--- config.mk ---
export PLATFORM = sky130hd
export DESIGN_NAME = dec_latch_n
export DESIGN_NICKNAME = d
export VERILOG_FILES = /design/src/rtl/dec_latch_n.sv
export SDC_FILE = /design/constraint.sdc
export NUM_CORES = 1
export LEC_CHECK = 0
export BUFFER_PORTS_ARGS = -buffer_cell sky130_fd_sc_hd__buf_2
export CAP_MARGIN = 10
export CORE_ASPECT_RATIO = 0.9
export CORE_MARGIN = 2
export CORE_UTILIZATION = 25
export CTS_CLUSTER_DIAMETER = 80
export DETAILED_ROUTE_END_ITERATION = 6
export PLACE_DENSITY = 0.44
export REMOVE_ABC_BUFFERS = 1
export SLEW_MARGIN = 20
export SYNTH_ARGS = -nofsm -noshare
export SYNTH_HDL_FRONTEND = slang
export SYNTH_SLANG_ARGS = --single-unit
--- constraint.sdc ---
create_clock -name sys_clk -period 3.6 [get_ports sys_clk]
set_clock_uncertainty 0.2 [all_clocks]
set_input_delay 0.54 -clock sys_clk [delete_from_list [all_inputs] [get_ports sys_clk]]
set_output_delay 0.54 -clock sys_clk [all_outputs]
set_load 0.02 [all_outputs]
--- src/rtl/dec_latch_n.sv ---
// Registered N-to-M decoder with latch-enable hold, four output modes,
// change strobe, saturating update counter and out-of-range flag.
module dec_latch_n #(
    parameter int SEL_W = 3,
    parameter int OUT_W = 8,
    parameter int CNT_W = 4
) (
    input  logic             sys_clk,
    input  logic             sys_rst,
    input  logic [SEL_W-1:0] sel,
    input  logic             le,
    input  logic [1:0]       mode,
    input  logic             clr,
    output logic [OUT_W-1:0] out,
    output logic             oor,
    output logic             chg,
    output logic [CNT_W-1:0] upd_cnt
);

    typedef enum logic [1:0] {
        M_ONEHOT = 2'b00,
        M_THERM  = 2'b01,
        M_ONEHOT_N = 2'b10,
        M_STICKY = 2'b11
    } mode_e;

    logic [OUT_W-1:0] out_q, out_d;
    logic             oor_q, oor_d;
    logic             chg_q, chg_d;
    logic [CNT_W-1:0] cnt_q, cnt_d;

    logic [OUT_W-1:0] onehot;
    logic [OUT_W-1:0] therm;
    logic [OUT_W-1:0] dec;
    logic             sel_oor;

    // Out-of-range codes fall out naturally: no one-hot bit, all-ones thermometer.
    always_comb begin
        onehot = '0;
        therm  = '0;
        for (int i = 0; i < OUT_W; i++) begin
            onehot[i] = (int'(sel) == i);
            therm[i]  = (i <= int'(sel));
        end
        sel_oor = (int'(sel) >= OUT_W);
    end

    always_comb begin
        dec = '0;
        case (mode_e'(mode))
            M_ONEHOT:   dec = onehot;
            M_THERM:    dec = therm;
            M_ONEHOT_N: dec = ~onehot;
            M_STICKY:   dec = out_q | onehot;
            default:    dec = onehot;
        endcase
    end

    always_comb begin
        out_d = out_q;
        oor_d = oor_q;
        unique case (1'b1)
            clr && le: begin
                // A clearing capture drops sticky history before the OR.
                out_d = (mode_e'(mode) == M_STICKY) ? onehot : dec;
                oor_d = sel_oor;
            end
            clr && !le: begin
                out_d = '0;
                oor_d = 1'b0;
            end
            !clr && le: begin
                out_d = dec;
                oor_d = sel_oor;
            end
            default: begin
                out_d = out_q;
                oor_d = oor_q;
            end
        endcase
    end

    always_comb begin
        chg_d = (out_d != out_q);
        cnt_d = cnt_q;
        if (chg_d && (cnt_q != {CNT_W{1'b1}})) begin
            cnt_d = cnt_q + 1'b1;
        end
    end

    always_ff @(posedge sys_clk or posedge sys_rst) begin
        if (sys_rst) begin
            out_q <= '0;
            oor_q <= 1'b0;
            chg_q <= 1'b0;
            cnt_q <= '0;
        end else begin
            out_q <= out_d;
            oor_q <= oor_d;
            chg_q <= chg_d;
            cnt_q <= cnt_d;
        end
    end

    assign out     = out_q;
    assign oor     = oor_q;
    assign chg     = chg_q;
    assign upd_cnt = cnt_q;

endmodule

==> metrics.yaml <==
cts:
  cts-resized-gates: 0
  hold_buffers: 0
  h-tree-depth: 1
  root_buffer: "clkbuf_8"
  clkTransAtPathRegs_ns: 0.06
  tritoncts: "yes"
  cts_max_path_buffers: 2
  post_cts_buffers: 0
  clock_latency_ns: 0.25
  cts_sinks: 13
  cts_buffers: 3
synthesis:
  muxShareOfSynthArea_pct: 8.92
  synth_ff_type: "dfrtp_1"
  avgSynthCellArea_um2: 8.40
  synth_compound_area_share_pct: 24.4
  yosys.area.top_type: "dfrtp_1"
  synthAdderAreaFrac_pct: 1.13
  synthCells: 132
  synth_warnings: 0
  syn_area_um2: 1110
  ys_top_cells_by_area: "dfrtp_1 (29%), mux2i_1 (4.5%), nand2_1 (3.7%)"
  async_flop_share_pct: 100
  yosysMostFrequentCell: "dfrtp_1"
  synth_simple_gate_area_share_pct: 27.1
  synth_top_area_share_pct: 29.3
  ys_top_cells_by_count: "dfrtp_1 (13), nand2_1 (11), nor2_1 (9)"
  synth_seq_cells: 13
  synth_cell_types: 52
  synth-xor-area-share_pct: 3.16
  synth_enable_flop_cells: 0
  ys_seq_area_share_pct: 29.3
  synth_top_family_by_area: "simple AND/OR/NAND/NOR gates"
floorplan:
  io_pins: 23
  core_um2: 4160
  die_h_um: 67.2
  rows: 22
  start_util_pct: 26.7
  die_w_um: 74.2
  dieArea_um2: 4980
route:
  wirelength_um: 2680
  met3WireLength_um: 115
  wl_per_cell_um: 12.9
  vias_per_cell: 4.91
  topRoutingLayerUsed: "met3"
  dr.pass1.iters: 4
  wl_met2_um: 1190
  vias: 1021
  wl_met1_um: 1380
  drc: 0
  drtIter0Drc: 23
  antenna_left: 0
sta:
  fin_crit_sh_pct: 80.4
  report.final.slew_viol_count: 0
  hold_violations: 0
  hold_slack_ns: 0.113
  max_slew_margin_pct: 65.5
  clock.fmax_mhz: 345
  period_needed_ns: 2.90
  rsz0062_at_grt: "no"
  tightest_slew_ns: 0.517
  fin_setup_tns_ns: 0
  setup_viol: 0
worst_setup_path:
  cp.required_ns: 3.53
  cp.arrival_ns: 2.83
  end_kind: "flip-flop"
  cp_max_fo: 15
  worst_setup_path_start_kind: "primary input"
  worstSetupPathType: "in -> reg"
  reg2reg_slack_ns: 1.09
status:
  status: "completed"
placement:
  io_buffers: 21
  gp_congestion: 0.803
  dp_hpwl_um: 1990
global_route:
  grt_pass1_vias: 930
  grt_start_max_net_pins: 19
  antenna_found_initial: 0
  overflow: 0
  grt_pass1_wl_um: 4490
  grt_usage_pct: 11.8
cells_and_area:
  drive_gt1_share_pct: 21.6
  nNetsFinal: 159
  area_growth_syn_to_layout_pct: 15.8
  n_antenna_cell: 0
  fillers: 450
pwr:
  ir_drop_mv: 0.151
  power_leakage_nw: 0.568
  cellPowerDensity_nw_per_um2: 465
job:
  cap_viol_max_count: 0
hold_path:
  hp-class: "in -> async"
-- power by group --
| group | internal [mW] | leakage (nW) | total, mW | switching [mW] |
|---|---|---|---|---|
| Sequential | 0.181 | 0.158 | 0.221 | 0.0395 |
| Combinational | 0.107 | 0.384 | 0.244 | 0.137 |
| Clock | 0.0765 | 0.0255 | 0.132 | 0.0558 |
| Total | 0.364 | 0.568 | 0.597 | 0.233 |
-- worst paths after layout --
kind                          from    endpoint  cells after the start
min                        sys_rst      out[0]                      2
max reg2reg                 out[0]  upd_cnt[3]                      7
max                         sel[0]  upd_cnt[3]                      8
min reg2reg                 out[2]      out[2]                      2
max in group asynchronous  sys_rst  upd_cnt[2]                      2
min in group sys_clk        out[2]      out[2]                      2
-- logic make-up after synthesis --
logic type	count (synthesis)
AO/OA/AOI/OAI	38
XOR/XNOR	4
adder cells (fa/ha/maj)	1
buffers and inverters	12
flip-flops	13
multiplexers	9
other	1
AND/OR/NAND/NOR	54
-- registers in the layout, indices dropped and copies added (netlist names) --
signal,count
upd_cnt,4
out,8
chg,1
-- cells in the final DEF, fill, tap and decap left out, drive strengths merged, types with 2 or more instances in the layout --
master / synthesis / routed
buf: 7 / 21
dfrtp: 13 / 13
a21oi: 8 / 8
a21boi: 2 / 2
nor2b: 5 / 5
xnor2: 3 / 3
nor2: 9 / 9
o2bb2ai: 2 / 2
nand3: 5 / 5
and3b: 2 / 2
inv: 3 / 3
o21bai: 2 / 2
nand3b: 2 / 2
a21o: 2 / 2
clkbuf: 2 / 3
o2111ai: 3 / 3
or2: 2 / 2
mux2i: 5 / 5
nand2: 11 / 11
a32o: 2 / 2
o21ai: 10 / 10
nor3: 3 / 3
nand2b: 6 / 6
mux2: 4 / 4
-- critical path, cell delays in order --
cell       delay (ns)
buf_2            0.24
or3b_4           0.43
mux2_4           0.32
o21bai_2         0.13
o2111ai_1        0.11
or4_4            0.53
o2111ai_2        0.19
mux2_1           0.33
-- per-stage QoR --
step | area, µm² | util, % | power (mW) | cells | setup WS (ns)
global route | 1280 | 30.9 | 0.646 | 208 | 0.598
floorplan | 1060 | - | 0.388 | 123 | 0.838
global placement | 1240 | 29.8 | 0.466 | 204 | 0.454
detailed placement | 1240 | 29.8 | 0.472 | 204 | 0.436
CTS | 1280 | 30.9 | 0.608 | 208 | 0.701
finish | 1280 | 30.9 | 0.597 | 208 | 0.704
-- metal layers --
| metal | track usage [%] | up-vias |
|---|---|---|
| met1 | 16.1 | 482 |
| met3 | 4.03 | 0 |
| met4 | 1.36 | 0 |
| li1 | - | 516 |
| met5 | 0 | - |
| met2 | 18.6 | 23 |
-- final cells by class --
cell class / count / area (µm²) / share of cell area (%)
multi-input cells: 107 / 721 / 56.1
well taps: 60 / 75.1 / 5.85
repair buffers: 21 / 105 / 8.19
flip-flops and latches: 13 / 325 / 25.3
inverters: 3 / 11.3 / 0.877
clock inverters: 1 / 5.00 / 0.390
clock buffers: 3 / 41.3 / 3.22
No activity file was read; power rests on OpenSTA's default activity.
